===== config.mk =====
export PLATFORM = sky130hd
export DESIGN_NAME = lockpick_host
export DESIGN_NICKNAME = d
export VERILOG_FILES = /design/src/rtl/lockpick_pkg.sv /design/src/rtl/lockpick_msg_classify.sv /design/src/rtl/lockpick_host.sv
export SDC_FILE = /design/constraint.sdc
export NUM_CORES = 2
export LEC_CHECK = 0
export BUFFER_PORTS_ARGS = -buffer_cell sky130_fd_sc_hd__buf_2
export CORE_AREA = 2 2 316 318
export DETAILED_ROUTE_END_ITERATION = 10
export DIE_AREA = 0 0 318 320
export PLACE_DENSITY = 0.71
export RECOVER_POWER = 25
export SYNTH_ARGS = -nofsm -noshare
export SYNTH_HDL_FRONTEND = slang
export SYNTH_SLANG_ARGS = --single-unit

===== constraint.sdc =====
create_clock -name clk_i -period 55.2 [get_ports clk_i]
set_clock_uncertainty 0.1 [all_clocks]
set_input_delay 11.04 -clock clk_i [delete_from_list [all_inputs] [get_ports clk_i]]
set_output_delay 11.04 -clock clk_i [all_outputs]
set_load 0.01 [all_outputs]

===== src/rtl/lockpick_pkg.sv =====
// lockpick_pkg: shared types and constants for the lockpick host driver.
//   state_t          - host FSM states
//   RES_*            - classified result codes returned on rsp_result
//   STAT_*           - game_status encodings
//   WORD_*           - 32-bit result patterns the game repeats eight times
//   KEY_BYTES/MSG_BYTES - key and result stream lengths in bytes
package lockpick_pkg;

  localparam int KEY_BYTES = 32;
  localparam int MSG_BYTES = 32;
  localparam int MSG_WORDS = MSG_BYTES / 4;

  typedef enum logic [2:0] {
    ST_IDLE,
    ST_START,
    ST_SEND_A,
    ST_SEND_B,
    ST_WAIT_OUT,
    ST_RECV,
    ST_RESP
  } state_t;

  localparam logic [1:0] RES_UNKNOWN = 2'b00;
  localparam logic [1:0] RES_RETRY   = 2'b01;
  localparam logic [1:0] RES_WIN     = 2'b10;
  localparam logic [1:0] RES_LOCKED  = 2'b11;

  localparam logic [1:0] STAT_IDLE   = 2'b00;
  localparam logic [1:0] STAT_ERROR  = 2'b01;
  localparam logic [1:0] STAT_WIN    = 2'b10;
  localparam logic [1:0] STAT_LOCKED = 2'b11;

  localparam logic [31:0] WORD_WIN    = 32'hFACEFACE;
  localparam logic [31:0] WORD_LOCKED = 32'hDEADDEAD;
  localparam logic [31:0] WORD_RETRY  = 32'hBAD0BAD0;

  // Byte idx of a key, byte 0 in the least significant position.
  function automatic logic [7:0] key_byte(input logic [8*KEY_BYTES-1:0] key,
                                          input logic [4:0]             idx);
    return key[{idx, 3'b000} +: 8];
  endfunction

endpackage


===== src/rtl/lockpick_msg_classify.sv =====
// lockpick_msg_classify: combinational classifier of a captured result stream.
//   msg_i    - 256-bit captured message, byte i at [8i+7:8i]
//   result_o - RES_WIN / RES_LOCKED / RES_RETRY when all eight words match
//              the corresponding pattern, RES_UNKNOWN otherwise
module lockpick_msg_classify
  import lockpick_pkg::*;
(
  input  logic [8*MSG_BYTES-1:0] msg_i,
  output logic [1:0]             result_o
);

  logic all_win;
  logic all_locked;
  logic all_retry;

  always_comb begin
    all_win    = 1'b1;
    all_locked = 1'b1;
    all_retry  = 1'b1;
    for (int w = 0; w < MSG_WORDS; w++) begin
      all_win    &= (msg_i[32*w +: 32] == WORD_WIN);
      all_locked &= (msg_i[32*w +: 32] == WORD_LOCKED);
      all_retry  &= (msg_i[32*w +: 32] == WORD_RETRY);
    end
    if (all_win)         result_o = RES_WIN;
    else if (all_locked) result_o = RES_LOCKED;
    else if (all_retry)  result_o = RES_RETRY;
    else                 result_o = RES_UNKNOWN;
  end

endmodule


===== src/rtl/lockpick_host.sv =====
// lockpick_host: host-side driver for the lockpick game byte interface.
//   clk_i, rst_i            - clock, async active-high reset
//   cmd_*                   - attempt command (valid/ready, two 256-bit keys)
//   game_start_o            - one-cycle session start pulse
//   game_input_enable/data  - key bytes, key A then key B, byte 0 first
//   game_output_valid/data  - 32-byte result stream, game_status_i alongside
//   rsp_*                   - classified response (valid/ready)
//   session_open_o          - game waits for a retry; next attempt skips start
//
// state       | meaning
// ST_IDLE     | ready for a command
// ST_START    | game_start pulse
// ST_SEND_A   | streaming key A, BYTE_GAP idle cycles between bytes
// ST_SEND_B   | streaming key B
// ST_WAIT_OUT | waiting for first result byte, bounded by TIMEOUT_CYCLES
// ST_RECV     | capturing result bytes 1..31
// ST_RESP     | response held until rsp_ready
module lockpick_host
  import lockpick_pkg::*;
#(
  parameter int BYTE_GAP       = 0,
  parameter int TIMEOUT_CYCLES = 16
) (
  input  logic                   clk_i,
  input  logic                   rst_i,
  input  logic                   cmd_valid_i,
  output logic                   cmd_ready_o,
  input  logic [8*KEY_BYTES-1:0] cmd_key_a_i,
  input  logic [8*KEY_BYTES-1:0] cmd_key_b_i,
  output logic                   game_start_o,
  output logic                   game_input_enable_o,
  output logic [7:0]             game_input_data_o,
  input  logic                   game_output_valid_i,
  input  logic [7:0]             game_output_data_i,
  input  logic [1:0]             game_status_i,
  output logic                   rsp_valid_o,
  input  logic                   rsp_ready_i,
  output logic [1:0]             rsp_result_o,
  output logic [1:0]             rsp_status_o,
  output logic                   rsp_error_o,
  output logic [8*MSG_BYTES-1:0] rsp_msg_o,
  output logic                   session_open_o
);

  localparam int TW = $clog2(TIMEOUT_CYCLES + 1);

  state_t                 state_q, state_d;
  logic [4:0]             cnt_q, cnt_d;
  logic [3:0]             gap_q, gap_d;
  logic [TW-1:0]          tmo_q, tmo_d;
  logic [8*KEY_BYTES-1:0] key_a_q, key_a_d;
  logic [8*KEY_BYTES-1:0] key_b_q, key_b_d;
  logic [8*MSG_BYTES-1:0] msg_q, msg_d;
  logic                   cmd_ready_q, cmd_ready_d;
  logic                   start_q, start_d;
  logic                   en_q, en_d;
  logic [7:0]             data_q, data_d;
  logic                   rsp_valid_q, rsp_valid_d;
  logic [1:0]             result_q, result_d;
  logic [1:0]             status_q, status_d;
  logic                   error_q, error_d;
  logic                   session_q, session_d;
  logic                   abort;
  logic [1:0]             cls;

  lockpick_msg_classify u_classify (
    .msg_i    (msg_d),
    .result_o (cls)
  );

  always_ff @(posedge clk_i or posedge rst_i) begin
    if (rst_i) begin
      state_q     <= ST_IDLE;
      cnt_q       <= '0;
      gap_q       <= '0;
      tmo_q       <= '0;
      key_a_q     <= '0;
      key_b_q     <= '0;
      msg_q       <= '0;
      cmd_ready_q <= 1'b0;
      start_q     <= 1'b0;
      en_q        <= 1'b0;
      data_q      <= '0;
      rsp_valid_q <= 1'b0;
      result_q    <= RES_UNKNOWN;
      status_q    <= '0;
      error_q     <= 1'b0;
      session_q   <= 1'b0;
    end else begin
      state_q     <= state_d;
      cnt_q       <= cnt_d;
      gap_q       <= gap_d;
      tmo_q       <= tmo_d;
      key_a_q     <= key_a_d;
      key_b_q     <= key_b_d;
      msg_q       <= msg_d;
      cmd_ready_q <= cmd_ready_d;
      start_q     <= start_d;
      en_q        <= en_d;
      data_q      <= data_d;
      rsp_valid_q <= rsp_valid_d;
      result_q    <= result_d;
      status_q    <= status_d;
      error_q     <= error_d;
      session_q   <= session_d;
    end
  end

  // Next state. gap_q counts remaining idle cycles after a sent byte; a
  // SEND cycle with gap_q==0 is the cycle the byte is on the bus.
  always_comb begin
    state_d = state_q;
    cnt_d   = cnt_q;
    gap_d   = gap_q;
    tmo_d   = tmo_q;
    key_a_d = key_a_q;
    key_b_d = key_b_q;
    msg_d   = msg_q;
    abort   = 1'b0;
    unique case (state_q)
      ST_IDLE: begin
        if (cmd_valid_i && cmd_ready_q) begin
          key_a_d = cmd_key_a_i;
          key_b_d = cmd_key_b_i;
          msg_d   = '0;
          cnt_d   = '0;
          gap_d   = '0;
          tmo_d   = '0;
          state_d = session_q ? ST_SEND_A : ST_START;
        end
      end
      ST_START: state_d = ST_SEND_A;
      ST_SEND_A, ST_SEND_B: begin
        if (gap_q != '0) begin
          gap_d = gap_q - 1'b1;
        end else begin
          gap_d = 4'(BYTE_GAP);
          cnt_d = cnt_q + 1'b1;
          if (cnt_q == 5'(KEY_BYTES - 1)) begin
            if (state_q == ST_SEND_A) begin
              state_d = ST_SEND_B;
            end else begin
              state_d = ST_WAIT_OUT;
              gap_d   = '0;
              tmo_d   = '0;
            end
          end
        end
      end
      ST_WAIT_OUT: begin
        if (game_output_valid_i) begin
          msg_d[7:0] = game_output_data_i;
          cnt_d      = 5'd1;
          tmo_d      = '0;
          state_d    = ST_RECV;
        end else begin
          tmo_d = tmo_q + 1'b1;
          if (tmo_d == TW'(TIMEOUT_CYCLES)) begin
            abort   = 1'b1;
            state_d = ST_RESP;
          end
        end
      end
      ST_RECV: begin
        if (game_output_valid_i) begin
          msg_d[{cnt_q, 3'b000} +: 8] = game_output_data_i;
          cnt_d = cnt_q + 1'b1;
          tmo_d = '0;
          if (cnt_q == 5'(MSG_BYTES - 1)) state_d = ST_RESP;
        end else begin
          tmo_d = tmo_q + 1'b1;
          if (tmo_d == TW'(TIMEOUT_CYCLES)) begin
            abort   = 1'b1;
            state_d = ST_RESP;
          end
        end
      end
      ST_RESP: begin
        if (rsp_valid_q && rsp_ready_i) state_d = ST_IDLE;
      end
      default: state_d = ST_IDLE;
    endcase
  end

  // Registered outputs are computed from the next state so they line up
  // with the state they belong to.
  always_comb begin
    cmd_ready_d = (state_d == ST_IDLE);
    start_d     = (state_d == ST_START);
    en_d        = ((state_d == ST_SEND_A) || (state_d == ST_SEND_B)) && (gap_d == '0);
    data_d      = '0;
    if (en_d) begin
      data_d = (state_d == ST_SEND_A) ? key_byte(key_a_d, cnt_d) : key_byte(key_b_d, cnt_d);
    end
    rsp_valid_d = (state_d == ST_RESP);
    result_d    = result_q;
    status_d    = status_q;
    error_d     = error_q;
    session_d   = session_q;
    if ((state_d == ST_RESP) && (state_q != ST_RESP)) begin
      if (abort) begin
        result_d = RES_UNKNOWN;
        status_d = '0;
        error_d  = 1'b1;
      end else begin
        result_d = cls;
        status_d = game_status_i;
        error_d  = (cls == RES_UNKNOWN);
      end
      session_d = !abort && (cls == RES_RETRY);
    end
  end

  assign cmd_ready_o         = cmd_ready_q;
  assign game_start_o        = start_q;
  assign game_input_enable_o = en_q;
  assign game_input_data_o   = data_q;
  assign rsp_valid_o         = rsp_valid_q;
  assign rsp_result_o        = result_q;
  assign rsp_status_o        = status_q;
  assign rsp_error_o         = error_q;
  assign rsp_msg_o           = msg_q;
  assign session_open_o      = session_q;

endmodule


# ---- Word-level counts from Yosys, hierarchy flattened
# Cells that the tools add are included.
dict set report classes {
  bitwise 21
  eq_ne 42
  n_mux 46
  reduce_logical 16
  n_addsub 4
  shift 4
}
# cell count
set op_table {}
lappend op_table {{two-way mux 256 bit} 6}
lappend op_table {{equality test 32 bit, second input constant} 24}
lappend op_table {{indexed part select 256 x 9 -> 8 bit} 2}
lappend op_table {{case mux 248 bit (2 select lines)} 1}
lappend op_table {{bitwise mux 256 bit} 1}
lappend op_table {{variable shift 8 x 10 -> 256 bit, first input constant} 1}
lappend op_table {{indexed part select 8 x 10 -> 256 bit} 1}
lappend op_table {{two-way mux 5 bit} 9}
lappend op_table {{two-way mux 3 bit} 9}
lappend op_table {{two-way mux 8 bit} 3}
lappend op_table {{case mux 8 bit (3 select lines)} 1}
lappend op_table {{bitwise AND 1 bit} 21}
lappend op_table {{case mux 5 bit (4 select lines)} 1}
lappend op_table {{case mux 3 bit (6 select lines)} 1}
lappend op_table {{case mux 5 bit (3 select lines)} 1}
lappend op_table {{equality test 3 x 2 -> 1 bit, second input constant} 4}
lappend op_table {{equality test 3 bit, second input constant} 4}
lappend op_table {{adder 5 x 1 -> 5 bit, second input constant} 2}
lappend op_table {{equality test 5 bit, second input constant} 2}
lappend op_table {{two-way mux 2 bit} 5}
lappend op_table {{negation 8 -> 10 bit} 1}
lappend op_table {{two-way mux 4 bit} 2}
lappend op_table {{inequality test 2 bit, second input constant} 4}
lappend op_table {{case mux 4 bit (2 select lines)} 1}
lappend op_table {{other kinds (15)} 26}
dict set report totals {
  reg_bits 803
  out_inout_bits 274
}

# ---- Logic depth before layout (Yosys ltp)
dict set report logic_depth {
  ltp_word 18
  mapped_depth 19
  mapped_depth_nobuf 13
}

# ---- By module
# From an unflattened synthesis, not the netlist that was laid out.
dict set report unflattened {
  cells_unflattened 4177
  area_unflattened_um2 37139.4
}
# mod seq_area_each_um2 area_each_um2 cells_per_inst n_inst
set modules_own_cells {}
lappend modules_own_cells {lockpick_host 20094.3 35988.3 4028 1}
lappend modules_own_cells {lockpick_msg_classify 0.0 1151.1 149 1}

# ---- Worst setup path before layout
# No wires, ideal clock.
dict set report synth_timing {
  path_kind {input to register}
  from {input game_output_valid_i}
  to {register data_q[0], in the netlist game_input_data_o[0]}
  setup_time_ns 0.140
  setup_slack_ns 40.877
  arrival_ns 14.082
  cell_stages 12
  cell_sequence {buf_2 > nand4b_2 > o21ai_0 > a21o_1 > a21oi_1 > buf_2 > buf_1 > mux4_2 > or2_2 > a32o_1 > a221oi_1 > nand4_1}
}
dict set report synth_via {
  elab_chain_cells 6
  elab_cells_between_ends 14
}
# element line
set synth_lines {}
lappend synth_lines {{start, declared} lockpick_host.sv:33} ;# input logic game_output_valid_i,
lappend synth_lines {{branches (longest 5 deep; another with indexed part select 256 x 9 -> 8 bit)} n/a}
lappend synth_lines {{two-way mux 8 bit (*)} lockpick_host.sv:192} ;# if (en_d) begin
lappend synth_lines {{named net data_d[0]} lockpick_host.sv:57} ;# logic [7:0] data_q, data_d;
lappend synth_lines {{end signal, assigned} lockpick_host.sv:100} ;# data_q <= data_d;
lappend synth_lines {{end, declared} lockpick_host.sv:57}
# Mark *: on every way through the listed nets, which the timed path passes.
# A chain may end at the register's enable or synchronous reset.

==> out/qor.log <==
INFO  synth          sequential_fraction_of_the_synthesis_area=0.516
INFO  setup_path     arrival=21.09ns
INFO  floorplanning  num_rows=115
INFO  power          power.share.sequential=0.473
INFO  min_path       min_path_type=flip-flop to flip-flop
INFO  cts            clock_tree.buffer_depth=3
INFO  floorplanning  core-area=98000um2
INFO  synth          synthCells=4178
INFO  place          dp_hpwl=128000um
INFO  cts            clock_sink_count=803
INFO  min_path       hold_depth=2
INFO  global_route   number_of_antenna_violations_at_the_first_check_in_global_routing=22
INFO  setup_path     crit_chain=buf_2, clkinvlp_2, clkbuf_1
INFO  outcome        outcome=finished, violations left
INFO  synth          flip_flop_and_latch_count_after_synthesis=803
INFO  timing         slew-limit-headroom=-5.70
INFO  floorplanning  boundaryPins=801
INFO  min_path       min_from=key_b_q[65]$_DFF_PP0_
INFO  cts            post-cts-setup-buffer-count=0
INFO  power          comb_power_share=0.035
INFO  timing         period_minus_slack=22.98ns
INFO  synth          post-synth-top-area-fraction=0.516
INFO  timing         setup_viol=0
INFO  synth          synth_cell_types=109
INFO  route          detail_route.wl_per_cell=27.8um
INFO  floorplanning  dieArea=102000um2
INFO  timing         setup_total_negative_slack=0ns
INFO  timing         finalHoldViolations=0
INFO  synth          synth.avg_cell_area=9.33um2
INFO  timing         worst_hold_slack=0.364ns
INFO  flow_run       cap_violations=4
INFO  finish         final_util=0.480
INFO  synth          ys_async_sr_fraction=1.00
INFO  finish         post_route_cells_drive_above_1_share=0.248
INFO  route          num_vias=37451
INFO  power          proportion_of_total_power_due_to_net_switching=0.230
INFO  synth          syn-num-nets=4714
INFO  synth          synth.top_cells.by_count=nand2_1 (1727), dfrtp_1 (803), clkbuf_1 (167)
INFO  power          power.density=26.5nW/um2
INFO  route          totalWireLength=174000um
INFO  setup_path     worstPathBufferInverterCount=3
INFO  cts            cts-buffers-inserted=88
INFO  setup_path     worstReg2RegEnd=rsp_error_o$_DFFE_PP0P_
INFO  synth          synth_top_area_cell=dfrtp_1
INFO  route          avgViaCountPerCell=6.00
INFO  floorplanning  floorplan.initialDensity=0.398
INFO  outcome        violations=max-capacitance violations, max-slew violations
INFO  route          initialDrtViolationCount=5395
INFO  setup_path     ff2ff_setup_slack=48.14ns
INFO  cts            cts_tree=done
INFO  setup_path     ff_to_ff_path_depth=14
INFO  timing         achievable-frequency=43.5MHz
INFO  cts            master_cell_of_the_clock_root_buffer=clkbuf_16
INFO  finish         fin_nets=5414
INFO  setup_path     setup.worst_path.class=primary input to asynchronous set/reset pin
INFO  route          first_pass_iteration_count_of_the_detailed_router=7
INFO  synth          yosys-top-cells-area=dfrtp_1 (52%), nand2_1 (17%), mux4_2 (6.5%)
INFO  synth          synth.yosys.warnings=0
INFO  place          io_buffers=800
INFO  global_route   grt-ovfl-total=0
INFO  timing         timing.final.crit_share=0.416
INFO  place          post-place-cells=6075
INFO  setup_path     worst_path_largest_cell_delay=6.99ns
INFO  synth          post_synth_instance_area=39000um2
INFO  timing         grt_setup_unrepaired=no
INFO  power          power.clock.fraction=0.492
INFO  setup_path     worstPathMaxFanout=187
INFO  cts            clock_insertion_delay_at_the_later_pin_of_the_skew_report=0.69ns
INFO  setup_path     endpoint_kind=asynchronous set/reset pin
INFO  cts            cts-hold-fix-buffers=0
INFO  power          design_power_total=1.25mW
INFO  global_route   grt_start_max_net_pins=188
INFO  setup_path     start_kind=primary input
INFO  power          cellInternalPower=0.959mW
INFO  synth          yosys_most_used_dff=dfrtp_1
INFO  finish         post_synthesis_to_final_layout_area_growth=20.8%
INFO  cts            clock_tree.htree_level_count=3
INFO  setup_path     critical_path.slowest_cell=clkbuf_1
INFO  power          worst_ir_drop_vdd=0.0212mV
INFO  global_route   grt_first_pass_wirelength=249000um
INFO  power          pleak=24.9nW
INFO  timing         drv_slew=526
INFO  floorplanning  die_height=320um
INFO  global_route   grt_pass1_vias=36276
INFO  min_path       min_delay_worst_endpoint=key_b_q[65]$_DFF_PP0_
INFO  route          antenna_violating_nets_post_route=0
INFO  setup_path     critPathRequiredTime=53.32ns
INFO  synth          number_of_enable_type_register_cells_in_the_synthesized_netlist=0
INFO  power          switching_power=0.287mW
INFO  place          place_congestion=1.05
INFO  setup_path     rr_startpoint=cnt_q[0]$_DFF_PP0_
INFO  setup_path     critical_path.top_delay_family=buffers and inverters
INFO  cts            cts_resized=0
INFO  timing         timing_worst_slew_pin_value=10.04ns
INFO  floorplanning  die_x=318um
INFO  cts            path_clk_slew=0.06ns
INFO  finish         layout.cells.non_filler=6244
INFO  route          drt_drc_violations_left=0
INFO  global_route   gr-usage-all-layers=0.334
INFO  synth          count_leader_synth=nand2_1
[per-stage QoR]
step | setup WS [ns] | instance area (um2)
floorplan | 21.51 | 39000
global placement | 38.55 | 44200
global route | 29.93 | 47000
CTS | 39.15 | 47100
detailed placement | 38.45 | 44200
finish | 32.23 | 47100
[flip-flops by register name, summed over array words and instances (netlist names)]
register	cells
cmd_ready_o	1
cnt_q	5
game_input_data_o	8
game_input_enable_o	1
game_start_o	1
gap_q	4
key_a_q	256
key_b_q	256
rsp_error_o	1
rsp_msg_o	256
rsp_result_o	2
rsp_status_o	2
rsp_valid_o	1
session_open_o	1
state_q	3
tmo_q	5
[power groups by stage]
stage	Combinational [mW]	Clock (mW)	Sequential (mW)
after floorplan	0.0117	0	0.600
after global placement	0.0445	0	0.599
after detailed placement	0.0439	0	0.599
after CTS	0.0441	0.619	0.589
after global routing	0.0467	0.642	0.589
final	0.0441	0.613	0.589
[cell usage in the layout, fill, tap and decap left out, drive strengths merged, types with 14 or more instances in the layout]
cell,Yosys,routed
a32oi,30,30
o211ai,70,70
dfrtp,803,803
nand4b,14,14
buf,106,853
and3,30,30
nor3,37,37
a221oi,15,15
nand3,94,94
a31oi,29,29
or4,15,15
nand2b,29,29
o21a,22,22
inv,70,75
and2,21,21
a21o,18,18
o2bb2ai,16,16
nand2,1728,1728
a32o,44,44
nor4,35,35
nand4,51,51
or2,47,47
a22oi,18,18
mux4,112,112
mux2i,16,16
nor2,84,84
a22o,62,62
a211oi,19,19
o21ai,112,112
mux2,22,22
clkinv,0,15
clkbuf,169,153
a21oi,53,53
[logic make-up (layout without fill, tap and decap cells)]
logic type,count (synthesis),in the layout,synth area share
buf+inv,345,1114,0.0362
compound gates,604,604,0.117
other cells,0,10,0
flops,803,803,0.516
simple gates,2259,2259,0.251
mux,150,150,0.0753
fa+ha+maj,9,9,0.00289
xor+xnor,8,8,0.00218
[how the worst max path moves through the flow]
stage	start	end	slack, ns	depth (start not counted)
final	rst_i	key_b_q[23]$_DFF_PP0_	32.23	3
after global routing	rst_i	key_a_q[23]$_DFF_PP0_	29.93	3
after CTS	cmd_valid_i	game_input_data_o[3]$_DFF_PP0_	39.15	14
after detailed placement	cmd_valid_i	game_input_data_o[3]$_DFF_PP0_	38.45	14
after global placement	cmd_valid_i	game_input_data_o[3]$_DFF_PP0_	38.55	14
after floorplan	rst_i	cmd_ready_o$_DFF_PP0_	21.51	1
[worst min-delay path, cell delays in order (launching register included)]
cell,delay (ns)
dfrtp_1,0.32
nand2_1,0.04
nand2_1,0.07
[layer usage]
metal  wire length (um)  track usage  up-vias
met5                106            0        -
met4              14400        0.227       14
met3              18900       0.0865      652
met2              75900        0.502     2650
met1              64600        0.423    18292
li1                   -            -    15843
[cell type report]
type | instances | area [um2]
diodes | 10 | 25.0
clock buffers | 121 | 2460
clock inverters | 38 | 497
fillers | 9248 | 50900
inverters | 70 | 264
multi-input cells | 3030 | 17500
flip-flops and latches | 803 | 20100
well taps | 1287 | 1610
repair buffers | 885 | 4610
Note: power is estimated with default switching activity, not from simulation.
